`src/rtl/multicycle_controller_if.sv`:
```
// -----------------------------------------------------------------------------
// multicycle_controller_if
//
// Bundles the signals between the multi-cycle RV32 controller and its datapath.
//
//   Datapath -> controller
//     opcode[6:0]     IR[6:0]; held stable from DECODE until the next FETCH
//     zero            ALU zero flag
//     mem_ready       shared memory completes the current read/write this cycle
//   Controller -> datapath
//     pc_write        PC load enable
//     ir_write        IR load enable
//     mem_read        memory read request
//     mem_write       memory write request
//     iord            address select: 0=PC, 1=ALUOut
//     mem_to_reg      writeback select: 0=ALUOut, 1=MDR
//     reg_write       register file write enable
//     alu_src_a[1:0]  00=PC, 01=rs1
//     alu_src_b[1:0]  00=rs2, 01=const 4, 10=imm
//     alu_op[1:0]     00=add, 01=sub/compare, 10=funct-decoded
//     pc_src          0=ALU result, 1=ALUOut (branch target)
//     state[3:0]      current controller state (debug)
//     illegal         high while trapped
//     trap_cause      0=illegal opcode, 1=memory timeout; valid while illegal=1
//
// The controller uses the master modport; the datapath (or a testbench acting
// as one) uses the slave modport.
// -----------------------------------------------------------------------------
interface multicycle_controller_if;

  logic [6:0] opcode;
  logic       zero;
  logic       mem_ready;

  logic       pc_write;
  logic       ir_write;
  logic       mem_read;
  logic       mem_write;
  logic       iord;
  logic       mem_to_reg;
  logic       reg_write;
  logic [1:0] alu_src_a;
  logic [1:0] alu_src_b;
  logic [1:0] alu_op;
  logic       pc_src;
  logic [3:0] state;
  logic       illegal;
  logic       trap_cause;

  modport master (
    input  opcode, zero, mem_ready,
    output pc_write, ir_write, mem_read, mem_write, iord, mem_to_reg,
           reg_write, alu_src_a, alu_src_b, alu_op, pc_src, state,
           illegal, trap_cause
  );

  modport slave (
    output opcode, zero, mem_ready,
    input  pc_write, ir_write, mem_read, mem_write, iord, mem_to_reg,
           reg_write, alu_src_a, alu_src_b, alu_op, pc_src, state,
           illegal, trap_cause
  );

endinterface

```
`src/rtl/multicycle_controller.sv`:
```
// -----------------------------------------------------------------------------
// multicycle_controller
//
// Moore-style control FSM for a multi-cycle RV32 datapath with a shared
// instruction/data memory using a ready handshake. Supports R-type, load,
// store and branch; anything else traps. Each memory state (FETCH, MEM_READ,
// MEM_WRITE) may wait at most WAIT_LIMIT+1 cycles for mem_ready before the
// controller traps with a timeout cause.
//
// Ports
//   clk    rising-edge clock
//   reset  asynchronous, active-high; while high all outputs are forced to 0
//   bus    multicycle_controller_if.master (opcode/zero/mem_ready in,
//          datapath enables/selects, debug state and trap status out)
//
// Parameters
//   WAIT_LIMIT  max wait_cnt value tolerated with mem_ready=0 (1..2^CNT_W-1)
//   CNT_W       width of the wait counter
//
// Zero-wait latencies: R-type 4, load 5, store 4, branch 3 cycles; each
// memory wait cycle adds one.
// -----------------------------------------------------------------------------
module multicycle_controller #(
  parameter int unsigned WAIT_LIMIT = 15,
  parameter int unsigned CNT_W      = 4
) (
  input  logic                    clk,
  input  logic                    reset,
  multicycle_controller_if.master bus
);

  // State encoding is visible on the debug port, so the codes are fixed.
  localparam logic [3:0] S_FETCH     = 4'd0;
  localparam logic [3:0] S_DECODE    = 4'd1;
  localparam logic [3:0] S_MEM_ADDR  = 4'd2;
  localparam logic [3:0] S_MEM_READ  = 4'd3;
  localparam logic [3:0] S_MEM_WB    = 4'd4;
  localparam logic [3:0] S_MEM_WRITE = 4'd5;
  localparam logic [3:0] S_EXEC_R    = 4'd6;
  localparam logic [3:0] S_ALU_WB    = 4'd7;
  localparam logic [3:0] S_BRANCH    = 4'd8;
  localparam logic [3:0] S_TRAP      = 4'd9;

  localparam logic [6:0] OP_RTYPE  = 7'b0110011;
  localparam logic [6:0] OP_LOAD   = 7'b0000011;
  localparam logic [6:0] OP_STORE  = 7'b0100011;
  localparam logic [6:0] OP_BRANCH = 7'b1100011;

  localparam logic [CNT_W-1:0] CNT_LIMIT = CNT_W'(WAIT_LIMIT);
  localparam logic [CNT_W-1:0] CNT_MAX   = '1;

  // Datapath select encodings
  localparam logic [1:0] SRC_A_PC   = 2'b00;
  localparam logic [1:0] SRC_A_RS1  = 2'b01;
  localparam logic [1:0] SRC_B_RS2  = 2'b00;
  localparam logic [1:0] SRC_B_FOUR = 2'b01;
  localparam logic [1:0] SRC_B_IMM  = 2'b10;
  localparam logic [1:0] ALU_ADD    = 2'b00;
  localparam logic [1:0] ALU_SUB    = 2'b01;
  localparam logic [1:0] ALU_FUNCT  = 2'b10;

  logic [3:0]       state_q,      state_d;
  logic [CNT_W-1:0] wait_cnt_q,   wait_cnt_d;
  logic             trap_cause_q, trap_cause_d;

  logic mem_state;   // current state waits on the memory handshake
  logic timeout;     // wait budget exhausted and memory still not ready

  // ---------------------------------------------------------------------------
  // Next-state logic
  // ---------------------------------------------------------------------------
  always_comb begin
    // NOTE: every variable gets a default before the case so no path leaves
    // it unassigned, which would otherwise infer a latch.
    state_d      = state_q;
    trap_cause_d = trap_cause_q;

    mem_state = (state_q == S_FETCH) || (state_q == S_MEM_READ) ||
                (state_q == S_MEM_WRITE);
    // ready on the limit cycle still completes normally
    timeout   = mem_state && !bus.mem_ready && (wait_cnt_q == CNT_LIMIT);

    case (state_q)
      S_FETCH: begin
        if (bus.mem_ready) begin
          state_d = S_DECODE;
        end else if (timeout) begin
          state_d      = S_TRAP;
          trap_cause_d = 1'b1;
        end
      end

      S_DECODE: begin
        case (bus.opcode)
          OP_RTYPE:           state_d = S_EXEC_R;
          OP_LOAD, OP_STORE:  state_d = S_MEM_ADDR;
          OP_BRANCH:          state_d = S_BRANCH;
          default: begin
            state_d      = S_TRAP;
            trap_cause_d = 1'b0;
          end
        endcase
      end

      // Opcode is held stable, so only load vs. store needs distinguishing.
      S_MEM_ADDR: state_d = (bus.opcode == OP_LOAD) ? S_MEM_READ : S_MEM_WRITE;

      S_MEM_READ: begin
        if (bus.mem_ready) begin
          state_d = S_MEM_WB;
        end else if (timeout) begin
          state_d      = S_TRAP;
          trap_cause_d = 1'b1;
        end
      end

      S_MEM_WRITE: begin
        if (bus.mem_ready) begin
          state_d = S_FETCH;
        end else if (timeout) begin
          state_d      = S_TRAP;
          trap_cause_d = 1'b1;
        end
      end

      S_MEM_WB:  state_d = S_FETCH;
      S_EXEC_R:  state_d = S_ALU_WB;
      S_ALU_WB:  state_d = S_FETCH;
      S_BRANCH:  state_d = S_FETCH;
      S_TRAP:    state_d = S_TRAP;    // only reset leaves TRAP
      default:   state_d = S_FETCH;   // recover from unused encodings
    endcase

    // The counter only grows while a memory state keeps waiting; any state
    // change (including into TRAP) restarts it from zero. Saturation keeps a
    // CNT_LIMIT of all-ones from wrapping back to zero.
    if (mem_state && (state_d == state_q)) begin
      wait_cnt_d = (wait_cnt_q == CNT_MAX) ? wait_cnt_q : wait_cnt_q + CNT_W'(1);
    end else begin
      wait_cnt_d = '0;
    end
  end

  // ---------------------------------------------------------------------------
  // State registers
  // ---------------------------------------------------------------------------
  // NOTE: sequential state uses non-blocking assignments so every register
  // samples the pre-edge values regardless of statement order.
  always_ff @(posedge clk or posedge reset) begin
    if (reset) begin
      state_q      <= S_FETCH;
      wait_cnt_q   <= '0;
      trap_cause_q <= 1'b0;
    end else begin
      state_q      <= state_d;
      wait_cnt_q   <= wait_cnt_d;
      trap_cause_q <= trap_cause_d;
    end
  end

  // ---------------------------------------------------------------------------
  // Moore outputs (mem_ready gates the FETCH writes, zero gates the branch)
  // ---------------------------------------------------------------------------
  always_comb begin
    bus.pc_write   = 1'b0;
    bus.ir_write   = 1'b0;
    bus.mem_read   = 1'b0;
    bus.mem_write  = 1'b0;
    bus.iord       = 1'b0;
    bus.mem_to_reg = 1'b0;
    bus.reg_write  = 1'b0;
    bus.alu_src_a  = SRC_A_PC;
    bus.alu_src_b  = SRC_B_RS2;
    bus.alu_op     = ALU_ADD;
    bus.pc_src     = 1'b0;
    bus.state      = 4'd0;
    bus.illegal    = 1'b0;
    bus.trap_cause = 1'b0;

    // Reset is asynchronous, so the outputs are gated directly rather than
    // relying on state_q: FETCH itself would otherwise request a read while
    // reset is still asserted.
    if (!reset) begin
      bus.state      = state_q;
      bus.trap_cause = trap_cause_q;

      case (state_q)
        S_FETCH: begin
          bus.mem_read  = 1'b1;
          bus.iord      = 1'b0;
          bus.alu_src_a = SRC_A_PC;
          bus.alu_src_b = SRC_B_FOUR;
          bus.alu_op    = ALU_ADD;
          bus.ir_write  = bus.mem_ready;
          bus.pc_write  = bus.mem_ready;
        end

        // PC + imm lands in ALUOut as the speculative branch target.
        S_DECODE: begin
          bus.alu_src_a = SRC_A_PC;
          bus.alu_src_b = SRC_B_IMM;
          bus.alu_op    = ALU_ADD;
        end

        S_MEM_ADDR: begin
          bus.alu_src_a = SRC_A_RS1;
          bus.alu_src_b = SRC_B_IMM;
          bus.alu_op    = ALU_ADD;
        end

        S_MEM_READ: begin
          bus.mem_read = 1'b1;
          bus.iord     = 1'b1;
        end

        S_MEM_WB: begin
          bus.reg_write  = 1'b1;
          bus.mem_to_reg = 1'b1;
        end

        S_MEM_WRITE: begin
          bus.mem_write = 1'b1;
          bus.iord      = 1'b1;
        end

        S_EXEC_R: begin
          bus.alu_src_a = SRC_A_RS1;
          bus.alu_src_b = SRC_B_RS2;
          bus.alu_op    = ALU_FUNCT;
        end

        S_ALU_WB: begin
          bus.reg_write  = 1'b1;
          bus.mem_to_reg = 1'b0;
        end

        // rs1 - rs2 sets zero; PC takes the target held in ALUOut only if equal.
        S_BRANCH: begin
          bus.alu_src_a = SRC_A_RS1;
          bus.alu_src_b = SRC_B_RS2;
          bus.alu_op    = ALU_SUB;
          bus.pc_src    = 1'b1;
          bus.pc_write  = bus.zero;
        end

        S_TRAP: bus.illegal = 1'b1;

        default: ;
      endcase
    end
  end

endmodule

```
`src/flat_wrapper.sv`:
```
// flat-port wrapper written by rule: the top's interface ports become plain ports
module multicycle_controller_flat 
#(
  parameter int unsigned WAIT_LIMIT = 15,
  parameter int unsigned CNT_W      = 4
)
  (clk, reset, bus_opcode, bus_zero, bus_mem_ready, bus_pc_write, bus_ir_write, bus_mem_read, bus_mem_write, bus_iord, bus_mem_to_reg, bus_reg_write, bus_alu_src_a, bus_alu_src_b, bus_alu_op, bus_pc_src, bus_state, bus_illegal, bus_trap_cause);
  multicycle_controller_if bus_i ();
  input  logic clk;
  input  logic reset;
  input wire logic [$bits(bus_i.opcode)-1:0] bus_opcode;
  input wire logic [$bits(bus_i.zero)-1:0] bus_zero;
  input wire logic [$bits(bus_i.mem_ready)-1:0] bus_mem_ready;
  output wire logic [$bits(bus_i.pc_write)-1:0] bus_pc_write;
  output wire logic [$bits(bus_i.ir_write)-1:0] bus_ir_write;
  output wire logic [$bits(bus_i.mem_read)-1:0] bus_mem_read;
  output wire logic [$bits(bus_i.mem_write)-1:0] bus_mem_write;
  output wire logic [$bits(bus_i.iord)-1:0] bus_iord;
  output wire logic [$bits(bus_i.mem_to_reg)-1:0] bus_mem_to_reg;
  output wire logic [$bits(bus_i.reg_write)-1:0] bus_reg_write;
  output wire logic [$bits(bus_i.alu_src_a)-1:0] bus_alu_src_a;
  output wire logic [$bits(bus_i.alu_src_b)-1:0] bus_alu_src_b;
  output wire logic [$bits(bus_i.alu_op)-1:0] bus_alu_op;
  output wire logic [$bits(bus_i.pc_src)-1:0] bus_pc_src;
  output wire logic [$bits(bus_i.state)-1:0] bus_state;
  output wire logic [$bits(bus_i.illegal)-1:0] bus_illegal;
  output wire logic [$bits(bus_i.trap_cause)-1:0] bus_trap_cause;
  assign bus_i.opcode = bus_opcode;
  assign bus_i.zero = bus_zero;
  assign bus_i.mem_ready = bus_mem_ready;
  assign bus_pc_write = bus_i.pc_write;
  assign bus_ir_write = bus_i.ir_write;
  assign bus_mem_read = bus_i.mem_read;
  assign bus_mem_write = bus_i.mem_write;
  assign bus_iord = bus_i.iord;
  assign bus_mem_to_reg = bus_i.mem_to_reg;
  assign bus_reg_write = bus_i.reg_write;
  assign bus_alu_src_a = bus_i.alu_src_a;
  assign bus_alu_src_b = bus_i.alu_src_b;
  assign bus_alu_op = bus_i.alu_op;
  assign bus_pc_src = bus_i.pc_src;
  assign bus_state = bus_i.state;
  assign bus_illegal = bus_i.illegal;
  assign bus_trap_cause = bus_i.trap_cause;
  multicycle_controller #(.WAIT_LIMIT(WAIT_LIMIT), .CNT_W(CNT_W)) u_core (.clk(clk), .reset(reset), .bus(bus_i));
endmodule
```
`config.mk`:
```
export PLATFORM = sky130hd
export DESIGN_NAME = multicycle_controller_flat
export DESIGN_NICKNAME = d
export VERILOG_FILES = /design/src/rtl/multicycle_controller_if.sv /design/src/rtl/multicycle_controller.sv /design/src/flat_wrapper.sv
export SDC_FILE = /design/constraint.sdc
export NUM_CORES = 1
export LEC_CHECK = 0
export CAP_MARGIN = 20
export CORE_MARGIN = 8
export CORE_UTILIZATION = 45
export CTS_BUF_LIST = sky130_fd_sc_hd__clkbuf_4 sky130_fd_sc_hd__clkbuf_8
export CTS_CLUSTER_DIAMETER = 40
export DETAILED_ROUTE_END_ITERATION = 8
export GPL_TIMING_DRIVEN = 0
export PLACE_DENSITY = 0.91
export REMOVE_ABC_BUFFERS = 1
export SKIP_LAST_GASP = 1
export SYNTH_ARGS = -nofsm -noshare
export SYNTH_HDL_FRONTEND = slang
export SYNTH_SLANG_ARGS = --single-unit
```
`constraint.sdc`:
```
create_clock -name clk -period 4.45 [get_ports clk]
set_input_delay 1.1125 -clock clk [delete_from_list [all_inputs] [get_ports clk]]
set_output_delay 1.1125 -clock clk [all_outputs]
set_load 0.03 [all_outputs]
```
==> summary.md <==
| Metric | Value |
|---|---|
| Status | finished, final reports clean |
| Tcrit/Tclk final | 96.2% |
| Initial DRC Count | 37 |
| PnR worst setup slack | 170 ps |
| Dpl hpwl | 1790 um |
| Initial antenna violation count | 0 |
| Total CTS buffers | 3 |
| Nets | 148 |
| Tmin final | 4280 ps |
| Setup-failing EPs final | 0 |
| H-tree depth | 1 |
| Io pins | 31 |
| Rel. slew slack | 61.2% |
| Die Area | 0.00342 mm2 |
| Clock skew | 2.42 ps |
| Min-Delay Startpoint | u_core.trap_cause_q |
| Most frequent cells in the layout | clkdlybuf4s50_1, nor2_1, dfrtp_1 |
| CTS root buffer | clkbuf_4 |
| Post-synthesis sequential area ratio | 27.7% |
| DRT Pass-1 Iters | 4 |
| RSZ-0062 raised after global routing | false |
| Setup TNS | 0 ps |
| Crit end category | output port |
| ANT cells | 0 |
| Largest net degree at the start of global routing | 20 |
| YS warnings | 0 |
| Core Region | 0.00171 mm2 |
| Vias in the first global route | 874 |
| Proportion of layout cells with a drive suffix above 1 | 7.41% |
| Dpl cells | 153 |
| EDFF count, synth | 0 |
| DR vias | 910 |
| Grt ovf | 0 |
| Vias per cell | 5.69 |
| Clock transition at the registers of the reported paths | 60 ps |
| CTS tree | done |
| Final std cells w/o fill | 160 |
| CP startpoint | reset |
| Pwr Density | 362 mW/mm2 |
| Mapped Area | 813 um2 |
| Crit path to | bus_pc_write |
| Main flop type after synthesis | dfrtp_1 |
| Max Freq | 0.234 GHz |
| Clock sink count | 9 |
| DRT antenna net count | 0 |
| Tot GR Track Use | 14.1% |
| Max Cap Viol | 0 |
| Global-route wire length before repair | 3960 um |
| Commonest non-fill, non-tap cell in the layout | clkdlybuf4s50_1 |
| R2R cell count | 6 |
| Clk buf depth | 2 |
| Clk_lat worst skew | 260 ps |
| DIE HEIGHT | 58.5 um |
| Initial Util | 47.6% |
| Hold-fix buffer count after cts | 0 |
| Place WS | -103 ps |
| Number of synthesized register bits | 9 |
| Synth unique cells | 38 |
| R2r endpoint | u_core.wait_cnt_q[3] |
| Detailed Route WL | 2360 um |
| Ys async rst share | 100% |
| Number of max-slew violations in the final report | 0 |
| Final hold vios | 0 |
| CP Max Fanout | 8 |
| DRC violations left | 0 |
| Peak VDD IR | 0.234 mV |
| Worst slew pin tran | 582 ps |
| Avg WL per Cell | 14.7 um |
| RD Place Congestion | 0.844 |
| Rows | 15 |
| Critical path class | in -> out |
| FF-to-FF setup slack | 2630 ps |
| Mapped Avg Cell Area | 7.67 um2 |
| Area growth syn-to-layout | 42.2% |
| CP Data Required Time | 3340 ps |
| Worst reg2reg startpoint | u_core.wait_cnt_q[0] |
| Worst hold path class | reg -> reg |
| DIE WIDTH | 58.5 um |
| IO Port Bufs | 29 |
| Crit path DAT | 3170 ps |
| Post-Synthesis Cells | 106 |
| Leak | 0.482 nW |
| CP startpoint kind | input pin |
==> report_power, final <==
group          switching (W)  leakage [nW]  internal (W)  total [W]
sequential         0.0000388         0.119     0.0000918   0.000131
combinational       0.000130         0.345     0.0000887   0.000219
clock              0.0000285        0.0184     0.0000406  0.0000691
total               0.000197         0.482      0.000221   0.000418
==> state kept, by name, indices dropped and copies added, names as in the netlist <==
signal	cells
u_core.state_q	4
u_core.trap_cause_q	1
u_core.wait_cnt_q	4
==> synthesized netlist by cell type, drive strengths merged, types with 3 or more instances <==
library cell | count | area (um2)
nor2 | 11 | 41.3
dfrtp | 9 | 225
a21oi | 6 | 30.0
buf | 6 | 31.3
nand2 | 6 | 22.5
nor2b | 6 | 37.5
nor3 | 6 | 35.0
inv | 5 | 18.8
nand3 | 5 | 25.0
nor4 | 4 | 25.0
o21ai | 4 | 20.0
a21o | 3 | 22.5
a31oi | 3 | 18.8
nand2b | 3 | 18.8
o22ai | 3 | 18.8
==> layout make-up <==
cell class | count | area (um2)
tap | 25 | 31.3
multi-input combinational | 84 | 531
clock buffer | 4 | 30.0
fill | 144 | 552
sequential | 9 | 225
inverter | 6 | 26.3
timing repair buffer | 32 | 313
==> timing repair <==
item	CTS	global route
setup buffers	3	0
setup endpoints to repair	2	0
resized for setup	1	0
==> kinds of logic after synthesis <==
| family | after synthesis | share of synthesized area (%) |
|---|---|---|
| other cells | 1 | 0.461 |
| compound gates | 27 | 21.8 |
| mux | 2 | 2.46 |
| buf+inv | 13 | 7.08 |
| xor+xnor | 4 | 4.31 |
| simple gates | 49 | 34.6 |
| flops | 9 | 27.7 |
| fa+ha+maj | 1 | 1.54 |
==> how the worst min path moves through the flow <==
stage,depth (start not counted),slack [ps],to
floorplan,2,460,u_core.trap_cause_q
global placement,2,480,u_core.trap_cause_q
detailed placement,2,490,u_core.trap_cause_q
CTS,2,500,u_core.trap_cause_q
global route,2,560,u_core.trap_cause_q
finish,2,500,u_core.trap_cause_q
==> stage by stage <==
stage	instance area (um2)	power [W]	utilization [%]	hold slack, ps
CTS	1160	0.000419	67.7	499
detailed placement	1100	0.000347	64.4	485
floorplan	778	0.000259	-	458
finish	1160	0.000418	67.7	497
global route	1160	0.000447	67.7	556
global placement	1100	0.000340	64.4	482
==> per-layer routing <==
metal,routed length (um),GRT usage (%),share of wire (%),vias to the layer above
met4,5,4.55,0.21,0
met1,926,16.0,39,429
met3,196,3.48,8.3,2
met2,1230,25.0,52,37
met5,0,0,0,-
li1,-,-,-,442
==> critical path: stages <==
cell	delay, ps
clkdlybuf4s50_1	580
clkinvlp_4	170
nand3_1	120
nor3_1	230
and2_1	190
a21o_1	90
clkdlybuf4s50_1	670
Power figures use the tool's default switching activity.
